===== config.mk =====
export PLATFORM = sky130hd
export DESIGN_NAME = imuldiv_int_div_iterative
export DESIGN_NICKNAME = d
export VERILOG_FILES = /design/src/rtl/imuldiv_int_div_iterative.sv
export SDC_FILE = /design/constraint.sdc
export NUM_CORES = 1
export LEC_CHECK = 0
export ABC_AREA = 1
export BUFFER_PORTS_ARGS = -buffer_cell sky130_fd_sc_hd__buf_4
export CORE_ASPECT_RATIO = 1.2
export CORE_MARGIN = 10
export CORE_UTILIZATION = 55
export CTS_CLUSTER_DIAMETER = 150
export DETAILED_ROUTE_END_ITERATION = 7
export HOLD_SLACK_MARGIN = 0.03
export PLACE_DENSITY = 0.84
export SLEW_MARGIN = 30
export SYNTH_ARGS = -nofsm -noshare
export SYNTH_HDL_FRONTEND = slang
export SYNTH_SLANG_ARGS = --single-unit

===== constraint.sdc =====
create_clock -name clk -period 8.6 [get_ports clk]
set_input_delay 0.43 -clock clk [delete_from_list [all_inputs] [get_ports clk]]
set_output_delay 0.43 -clock clk [all_outputs]
set_load 0.02 [all_outputs]

===== src/rtl/imuldiv_int_div_iterative.sv =====
// Iterative 32-bit signed/unsigned divider, one quotient bit per cycle.
// Optional macro IMULDIV_DIV_BYZERO_FASTPATH_EN: divide-by-zero skips CALC.
module imuldiv_int_div_iterative (
    input  logic        clk,
    input  logic        reset,
    input  logic        divreq_msg_fn,
    input  logic [31:0] divreq_msg_a,
    input  logic [31:0] divreq_msg_b,
    input  logic        divreq_val,
    output logic        divreq_rdy,
    output logic [63:0] divresp_msg_result,
    output logic        divresp_val,
    input  logic        divresp_rdy
);

    typedef enum logic [1:0] {
        IDLE = 2'd0,
        CALC = 2'd1,
        DONE = 2'd2
    } state_e;

    state_e      state_q, state_d;

    logic [63:0] acc_q, acc_d;
    logic [31:0] dsr_q, dsr_d;
    logic [31:0] dvd_q, dvd_d;
    logic [31:0] cnt_q, cnt_d;
    logic        fn_q, fn_d;
    logic        sgn_quo_q, sgn_quo_d;
    logic        sgn_rem_q, sgn_rem_d;
    logic        dbz_q, dbz_d;

    logic        req_fire;
    logic        resp_fire;
    logic        last_iter;
    logic [31:0] a_mag;
    logic [31:0] b_mag;
    logic [64:0] acc_sh;
    logic [32:0] diff;
    logic [31:0] quo_raw;
    logic [31:0] rem_raw;
    logic [31:0] quo_fix;
    logic [31:0] rem_fix;

    assign req_fire  = divreq_val && divreq_rdy;
    assign resp_fire = divresp_val && divresp_rdy;
    assign last_iter = (cnt_q == 32'd31);

    assign a_mag = (divreq_msg_fn && divreq_msg_a[31]) ?
                   (~divreq_msg_a + 32'd1) : divreq_msg_a;
    assign b_mag = (divreq_msg_fn && divreq_msg_b[31]) ?
                   (~divreq_msg_b + 32'd1) : divreq_msg_b;

    // Restoring step: shift {rem, dividend} left, trial-subtract divisor.
    assign acc_sh = {acc_q, 1'b0};
    assign diff   = acc_sh[64:32] - {1'b0, dsr_q};

    // State register
    always_ff @(posedge clk or posedge reset) begin
        if (reset) begin
            state_q <= IDLE;
        end else begin
            state_q <= state_d;
        end
    end

    // Next-state logic
    always_comb begin
        state_d = state_q;
        unique case (state_q)
            IDLE: begin
                if (req_fire) begin
                    state_d = CALC;
                end
            end
            CALC: begin
`ifdef IMULDIV_DIV_BYZERO_FASTPATH_EN
                if (last_iter || dbz_q) begin
                    state_d = DONE;
                end
`else
                if (last_iter) begin
                    state_d = DONE;
                end
`endif
            end
            DONE: begin
                if (resp_fire) begin
                    state_d = IDLE;
                end
            end
            default: state_d = IDLE;
        endcase
    end

    // Datapath next-state
    always_comb begin
        acc_d     = acc_q;
        dsr_d     = dsr_q;
        dvd_d     = dvd_q;
        cnt_d     = cnt_q;
        fn_d      = fn_q;
        sgn_quo_d = sgn_quo_q;
        sgn_rem_d = sgn_rem_q;
        dbz_d     = dbz_q;
        if (req_fire) begin
            acc_d     = {32'd0, a_mag};
            dsr_d     = b_mag;
            dvd_d     = divreq_msg_a;
            cnt_d     = 32'd0;
            fn_d      = divreq_msg_fn;
            sgn_quo_d = divreq_msg_fn &
                        (divreq_msg_a[31] ^ divreq_msg_b[31]);
            sgn_rem_d = divreq_msg_fn & divreq_msg_a[31];
            dbz_d     = (divreq_msg_b == 32'd0);
        end else if (state_q == CALC) begin
            cnt_d = cnt_q + 32'd1;
            if (!diff[32]) begin
                acc_d = {diff[31:0], acc_sh[31:1], 1'b1};
            end else begin
                acc_d = acc_sh[63:0];
            end
        end
    end

    always_ff @(posedge clk or posedge reset) begin
        if (reset) begin
            acc_q     <= 64'd0;
            dsr_q     <= 32'd0;
            dvd_q     <= 32'd0;
            cnt_q     <= 32'd0;
            fn_q      <= 1'b0;
            sgn_quo_q <= 1'b0;
            sgn_rem_q <= 1'b0;
            dbz_q     <= 1'b0;
        end else begin
            acc_q     <= acc_d;
            dsr_q     <= dsr_d;
            dvd_q     <= dvd_d;
            cnt_q     <= cnt_d;
            fn_q      <= fn_d;
            sgn_quo_q <= sgn_quo_d;
            sgn_rem_q <= sgn_rem_d;
            dbz_q     <= dbz_d;
        end
    end

    assign quo_raw = acc_q[31:0];
    assign rem_raw = acc_q[63:32];

    // Divide-by-zero overrides the sign fix-up in both modes.
    always_comb begin
        quo_fix = sgn_quo_q ? (~quo_raw + 32'd1) : quo_raw;
        rem_fix = sgn_rem_q ? (~rem_raw + 32'd1) : rem_raw;
        if (dbz_q) begin
            quo_fix = 32'hffff_ffff;
            rem_fix = dvd_q;
        end
        if (!fn_q && !dbz_q) begin
            quo_fix = quo_raw;
            rem_fix = rem_raw;
        end
    end

    // Output logic
    always_comb begin
        divreq_rdy         = 1'b0;
        divresp_val        = 1'b0;
        divresp_msg_result = 64'd0;
        unique case (state_q)
            IDLE: begin
                divreq_rdy = !reset;
            end
            CALC: begin
                divreq_rdy = 1'b0;
            end
            DONE: begin
                divresp_val = !reset;
                if (!reset) begin
                    divresp_msg_result = {rem_fix, quo_fix};
                end
            end
            default: begin
                divreq_rdy = 1'b0;
            end
        endcase
    end

endmodule


== Word level (Yosys, flattened, before mapping) ==
Cells that the tools add are included.

* Register bits after elaboration: 166
* Bits of input ports: 69
* Output and inout bits: 66
* Word-level logic and storage cells: 61

* Add/subtract/negate cells: 6
* Equality and inequality tests: 6
* Muxes and demuxes: 21
* Bitwise logic cells: 7
* Reductions and logical operators: 12

{| class="wikitable"
|+ Operator list
! kind !! count
|-
| $mux W32 || 10
|-
| $mux W64 || 5
|-
| $add A32 B1 Y32 const B || 5
|-
| $not A32 Y32 || 4
|-
| $sub A33 B32 Y33 || 1
|-
| $eq A32 B5 Y1 const B || 1
|-
| $logic_not A32 Y1 || 1
|-
| $mux W2 || 3
|-
| $ne A2 B2 Y1 const B || 3
|-
| $pmux W2 S3 || 1
|-
| $logic_and A1 B1 Y1 || 5
|-
| $logic_not A1 Y1 || 3
|-
| $reduce_and A3 Y1 || 1
|-
| $and A1 B1 Y1 || 2
|-
| $eq A2 B1 Y1 const B || 1
|-
| $eq A2 B2 Y1 const B || 1
|-
| $logic_not A2 Y1 || 1
|-
| $mux W1 || 2
|-
| $reduce_bool A2 Y1 || 1
|-
| $xor A1 B1 Y1 || 1
|}

== Depth between registers and ports, before layout ==
Gate-level depths: netlist of the first run.

* Word-level depth: 7
* Depth in mapped cells: 18
* Gate-level depth less buffers: 17

== Worst setup path after synthesis of the first run ==
OpenSTA, ideal clock, no wires.

* Path type: input to output
* From: in reset
* To: out divresp_msg_result[36]
* Arrival time: 5.502 ns
* Data required time: 8.170 ns
* Setup slack: 2.668 ns
* Cell stages on the path: 6
* Buffers on the path: 1
* Cell sequence: inv_1 -> nand2_1 -> inv_1 -> buf_2 -> o21ai_0 -> a311oi_1

* Longest elaborated chain between the ends: 2

{| class="wikitable"
|+ RTL lines
! what !! RTL line !! RTL
|-
| start: declaration || 5 || <nowiki>input logic reset,</nowiki>
|-
| $mux W64 || 179 || <nowiki>if (!reset) begin</nowiki>
|-
| $mux W64 || 170 || <nowiki>unique case (state_q)</nowiki>
|-
| end: declaration || 11 || <nowiki>output logic [63:0] divresp_msg_result,</nowiki>
|}

No other way between the ends.

== Worst setup path after layout of the first run ==
* From: in reset
* To: out divresp_msg_result[53]

The elaborated chain is that of the path after synthesis.

==> results by group, run 1 <==
Global routing
  – Overall global routing resource usage: 0.299
  – Met2 Use GR: 0.515
  – Busiest grt layer: met2
  – M1 GR Usage: 0.349
  – M3 GR Usage: 0.0496
  – Largest net degree at the start of global routing: 100
  – Global-route wire length before repair: 81200 microns
  – Initial antenna violation count: 0
  – Grt total ovfl: 0
  – Vias in the first global route: 15.4k

Layout
  – Ant. Diodes: 0
  – Area grow syn2layout: 12.1%
  – Post-route cell area: 16400 sq um
  – FILL cells: 2562
  – Fin cells: roughly 2.8k
  – Layout Nets: 2567
  – Layout cells sized above 1: 0.0910

Floorplanning
  – Starting Density: 0.557
  – Die area: approximately 33000 sq um
  – Io pins: ~140
  – Core area: 26200 sq um
  – Die Y: 198 microns
  – Rows: between 60 and 70
  – Die Wd: 169 microns

Synthesis
  – Synth Area in Compound Gates: 0.146
  – Cell count after synthesis: between 2k and 2.5k
  – Ranking of synthesized cells by area: dfrtp_1 28%, nand2_1 18%, inv_1 9.4%, nand3_1 7.9%, nor2_1 5.8%
  – Simple-gate area share of the yosys netlist: 0.391
  – Syn Nets: 2485
  – Count leader, synth: nand2_1
  – Main combinational cell family by area after synthesis: simple AND/OR/NAND/NOR gates
  – Avg Synthesized Cell Area: 6.14 sq um
  – Yosys reg bits: 166
  – Post-synthesis sequential area ratio: 0.285
  – Cell taking the most area after synthesis: dfrtp_1
  – Mux contribution to synthesized area: 0
  – Synth async-reset ratio: 1.00
  – Most used DFF post-synth: dfrtp_1
  – YS warnings: 0
  – Synth unique cells: 60
  – Mapped cell area: 14600 sq um
  – Synth Area in Adders: 0.0331
  – Number of synthesized flops with an enable pin: 0
  – Commonest cells post-synth: 693 x nand2_1, 364 x inv_1, 231 x nand3_1, 225 x nor2_1
  – Top-area cell type share of the netlist area: 0.285
  – Xor and xnor area share after synthesis: 0.0240

Timing
  – # setup viols final: 0
  – Slew Viols, Final: 0
  – Final Hold Vio Count: 0
  – Final Cycle Share: 0.493
  – Hold_ws: 179 ps
  – Fmax: 236 MHz
  – Setup_tns: 0 ps
  – Clock skew: 9.97 ps
  – Worst slew margin: 0.362
  – Tightest Pin Transition: 955 ps
  – RSZ-0062 raised after global routing: false
  – Fin crit period: 4240 ps

Flow run
  – Max_cap viols: 0

Detailed routing
  – Drt initial violations: 1763
  – Vias: 16.4k
  – Post-route ant nets: 0
  – Routed wire per std cell: 18.3 microns
  – Drt first pass iters: 6
  – Routed WL: 51300 microns
  – Drt via density: 5.83
  – Residual DRC count: 0

Clock network
  – Clock tree buffer depth: 2
  – CTS clock-pin slew for the worst setup and hold paths: 70 ps
  – Cts bufs inserted: 17
  – Post-CTS Hold Buffers: 0
  – H-tree levels: 4
  – Skew-Pair Late Insertion Delay: 450 ps
  – Clk sink count: 166
  – CTS Root Cell: clkbuf_16
  – # Post-CTS Setup Buffers: 0
  – PostCTS Resize Cnt: 0
  – CTS tree: done

Placement
  – Placed inst area: 15700 sq um
  – Placed Cells incl. Taps: 2776
  – HPWL after detailed placement: 39500 microns
  – Buffers on Ports: 134
  – Gpl congestion: 1.00

Worst setup path
  – Crit path from: reset
  – Crit path DAT: 3810 ps
  – CP Capture Type: output pin
  – Req. time, crit path: 8170 ps
  – Worst Setup Start Kind: input pin
  – Crit path cell chain: buf_4, inv_6, nand2_1, inv_1, buf_4, o21ai_0, a211oi_1, buf_4
  – Critical Path Slowest Stage Cell: nand2_1
  – WS Path Type: input pin to output pin
  – Cell mode on critical path: buf_4
  – R2R Path Start: acc_q[54]
  – Slowest stage delay, CP: 790 ps
  – Crit path max fanout: 92

Status
  – Status: finished, final reports clean

Worst hold path
  – Worst hold path class: input pin to async pin

Pwr
  – Power density cells: 399 nW/um^2
  – Peak VDD IR: 0.225 mV
  – Leak: ~8.5 nW
-- path summary, 6_finish.rpt --
path / slack, ps / cells past startpoint / end
max reg2reg: 5550 / 13 / acc_q[54]
min in group clk: 250 / 3 / dvd_q[31]
min reg2reg: 480 / 2 / dvd_q[1]
min: 180 / 2 / dsr_q[2]
max: 4360 / 8 / divresp_msg_result[53]
max in group asynchronous: 7220 / 3 / acc_q[56]
-- kinds of logic (layout without fill, tap and decap cells) --
logic type      after synthesis  count (layout)
xor+xnor                     40              40
buf+inv                     455             550
compound gates              367             367
simple gates               1312            1312
fa+ha+maj                    38              38
flops                       166             166
-- critical path, delay by kind of cell --
| kind | cells | cell delay [ps] |
|---|---|---|
| AO/OA/AOI/OAI | 2 | 440 |
| AND/OR/NAND/NOR | 1 | 790 |
| buffers and inverters | 5 | 2110 |
-- stage by stage --
stage	worst slack (ps)	power, mW	utilization
floorplan	2670	4.39	-
global placement	4430	5.54	0.601
detailed placement	4330	5.62	0.601
CTS	4320	6.45	0.625
global route	4070	7.08	0.625
finish	4360	6.53	0.625
-- power breakdown --
group	internal, mW	total [mW]	switching [mW]
Sequential	1.11	1.57	0.457
Combinational	1.32	4.14	2.82
Clock	0.470	0.818	0.348
-- final cells by class --
cell class | count | area (sq um) | area share
clock buffers | 20 | 447 | 0.0273
flip-flops and latches | 166 | 4150 | 0.254
well taps | 335 | 419 | 0.0256
repair buffers | 146 | 1100 | 0.0672
clock inverters | 12 | 164 | 0.0100
multi-input cells | 1757 | 8680 | 0.530
inverters | 372 | 1400 | 0.0857
-- registers in the layout, indices dropped and copies added, names as in the netlist --
register	cells
acc_q	64
state_q	2
sgn_rem_q	1
cnt_q	32
dvd_q	32
fn_q	1
sgn_quo_q	1
dbz_q	1
dsr_q	32
-- placed cells by master (no fill, tap or decap), drive strengths merged, types with 3 or more instances in the layout --
master,count
nand3,234
o22ai,8
nor3,45
xnor2,16
nand3b,20
ha,37
clkinvlp,3
nor4,14
a211oi,3
a21oi,89
clkbuf,20
and2,3
o221ai,29
o21a,3
inv,374
o211ai,13
dfrtp,166
clkinv,4
or2,5
o31ai,8
buf,146
a31oi,24
nor2,234
xor2,24
bufinv,3
o21ai,173
nand4,46
nand2,707
-- layer usage --
metal | up-vias | routed length, microns
met5 | - | 0
met4 | 0 | 2740
met3 | 156 | 3720
met2 | 774 | 25100
met1 | 7558 | 19700
li1 | 7890 | -
Note: power is estimated with default switching activity, not from simulation.
==> run 2: changes to the inputs <==
--- a/config.mk
+++ b/config.mk
@@ -13,7 +13,7 @@
 export CTS_CLUSTER_DIAMETER = 150
 export DETAILED_ROUTE_END_ITERATION = 7
 export HOLD_SLACK_MARGIN = 0.03
-export PLACE_DENSITY = 0.84
+export PLACE_DENSITY = 0.87
 export SLEW_MARGIN = 30
 export SYNTH_ARGS = -nofsm -noshare
 export SYNTH_HDL_FRONTEND = slang
==> constraint.sdc (replaced) <==
create_clock -name clk -period 3.5 [get_ports clk]
set_input_delay 0.175 -clock clk [delete_from_list [all_inputs] [get_ports clk]]
set_output_delay 0.175 -clock clk [all_outputs]
set_load 0.02 [all_outputs]
==> results by group, run 2 (synthesis results as in run 1) <==
Status
  – Status: finished, final reports clean

Timing
  – Final Hold Vio Count: 0 (unchanged)
  – # setup viols final: 0 (unchanged)
  – Worst slew margin: 0.361 (-0.000722)
  – Slew Viols, Final: 0 (unchanged)
  – Tightest Pin Transition: 957 ps (+2.00 ps)
  – Fmax: about 310 MHz
  – Final Cycle Share: 0.934
  – RSZ-0062 raised after global routing: false
  – Fin crit period: 3270 ps
  – Setup_tns: 0 ps (unchanged)
  – Hold_ws: 36.7 ps (-143 ps)
  – Clock skew: 4.30 ps (-5.67 ps)
  – Setup ws final: 232 ps (-4130 ps)

Detailed routing
  – Routed WL: 56600 microns (+10%)
  – Drt first pass iters: 8 (+2)
  – Residual DRC count: 0 (unchanged)
  – Drt via density: 5.92 (+1.4%)
  – Routed wire per std cell: 19.9 microns (+9.0%)
  – Post-route ant nets: 0 (unchanged)
  – Vias: 16.8k (+2.5%)
  – Drt initial violations: 1999 (+13%)

Layout
  – Max reg flops: 64 (unchanged)
  – Commonest non-fill, non-tap cell in the layout: nand2_1
  – Commonest non-fill, non-tap cells in the layout: 692 x nand2_1, 356 x inv_1, 231 x nand3_1, 223 x nor2_1
  – Area grow syn2layout: 14.9%
  – Ant. Diodes: 0 (unchanged)
  – Layout cells sized above 1: 0.111 (+0.0196)
  – Final Util: 0.640 (+0.0152)
  – Fin cells: 2839 (+1.1%)
  – Most flops, register: acc_q
  – Layout Nets: 2599 (+1.2%)

Clock network
  – CTS Root Cell: clkbuf_16
  – CTS clock-pin slew for the worst setup and hold paths: 70 ps (about the same)
  – # Post-CTS Setup Buffers: 0 (unchanged)
  – Skew-Pair Late Insertion Delay: 450 ps (about the same)
  – Clk sink count: 166 (unchanged)
  – H-tree levels: 4 (unchanged)
  – Clock tree buffer depth: 2 (unchanged)
  – Cts bufs inserted: 17 (unchanged)
  – CTS tree: done

Pwr
  – Cell-internal power: 7.16 mW (+150%)
  – Comb pwr share: 0.657 (+0.023)
  – Sequential power share: 0.228 (-0.013)
  – Clock power frac: 0.115 (-0.010)
  – Peak VDD IR: 0.506 mV (+120%)
  – Leak: 8.63 nW (+1.5%)
  – Power density cells: 990 nW/um^2 (+150%)
  – Switching pwr: 9.44 mW (+160%)
  – Sw Ratio: 0.569 (+0.0137)

Floorplanning
  – Die Y: 198 microns (unchanged)
  – Io pins: 135 (unchanged)
  – Starting Density: 0.557 (unchanged)
  – Die Wd: 169 microns (unchanged)
  – Rows: 65 (unchanged)
  – Core area: 26200 sq um (unchanged)
  – Die area: 33500 sq um (unchanged)

Placement
  – Buffers on Ports: 134 (unchanged)
  – Pre-CTS WS: 647 ps (-3680 ps)
  – Gpl congestion: 1.03 (+2.6%)
  – Placed Cells incl. Taps: 2797 (+0.76%)
  – HPWL after detailed placement: 43700 microns (+11%)

Worst setup path
  – Worst Setup Start Kind: flip-flop
  – CP Capture Type: output pin
  – Critical Path Slowest Stage Cell: a221oi_1
  – Crit path from: state_q[1]
  – Crit path DAT: 3090 ps (-720 ps)
  – Crit path cell chain: inv_1, nor2_1, nand2_1, buf_4, inv_2, o21ai_0, a221oi_1, buf_4
  – Critical path's top delay family: buffers and inverters
  – Crit path max fanout: 29 (-68%)
  – WS Path Type: flip-flop to output pin
  – Req. time, crit path: 3320 ps (-4850 ps)
  – Cell mode on critical path: buf_4
  – Crit path buf inv count: 4 (-1)
  – R2R Path Start: acc_q[58]
  – Slowest stage delay, CP: 580 ps (-210 ps)

Flow run
  – Max_cap viols: 0 (unchanged)

Global routing
  – Largest net degree at the start of global routing: 168 (+68%)
  – Overall global routing resource usage: 0.329 (+0.0292)
  – Grt total ovfl: 0 (unchanged)
  – Vias in the first global route: 16.1k (+4.3%)
  – Initial antenna violation count: 0 (unchanged)
  – Global-route wire length before repair: 87400 microns (+7.6%)

Worst hold path
  – Hold wc startpoint: divreq_msg_b[22]
  – Worst hold path class: input pin to flip-flop
## run 2: power groups by stage
stage / combinational, mW / sequential (mW) / clock [mW]
global placement: 10.5 / 3.72 / 0
finish: 10.9 / 3.78 / 1.91
floorplan: 7.60 / 3.30 / 0
CTS: 10.7 / 3.71 / 1.91
detailed placement: 10.6 / 3.74 / 0
global route: 12.0 / 3.83 / 1.99
## run 2: what timing repair did
action / CTS / global route
hold buffers: 9 / 1
gates resized for setup: 0 / 0
setup endpoints to repair: 0 / 0
hold endpoints to repair: 9 / 42
## run 2: cell type report
class                           instances  area [sq um]
Clock buffer                           18           439
Clock inverter                         13           136
Fill cell                            2402          9430
Inverter                              372          1400
Multi-Input combinational cell       1757          8820
Sequential cell                       166          4150
Tap cell                              335           419
Timing Repair Buffer                  178          1390
## run 2: per-layer routing
metal	routed length, microns	GRT usage	share of wire
met2	27700	0.567	0.49
met5	0	0	0
met3	4300	0.0460	0.076
met1	20700	0.374	0.37
met4	3890	0.212	0.069
## run 2: worst min-delay path, cell delays in order
cell and delay [ps]:
buf_4 90, xor2_1 60, o21ai_0 130
## run 2: final timing paths
path | end | slack, ps | depth (start not counted)
worst min register to register | dsr_q[18] | 490 | 2
worst min-delay path | dsr_q[22] | 40 | 3
max in group asynchronous | acc_q[12] | 2180 | 5
worst max-delay path | divresp_msg_result[33] | 230 | 8
min in group asynchronous | cnt_q[17] | 390 | 4
worst max register to register | acc_q[54] | 580 | 11
## run 2: metrics by stage
step | power [mW] | area (sq um)
finish | 16.6 | 16800
global route | 17.8 | 16800
CTS | 16.3 | 16700
detailed placement | 14.3 | 16100
global placement | 14.2 | 16100
floorplan | 10.9 | 14700
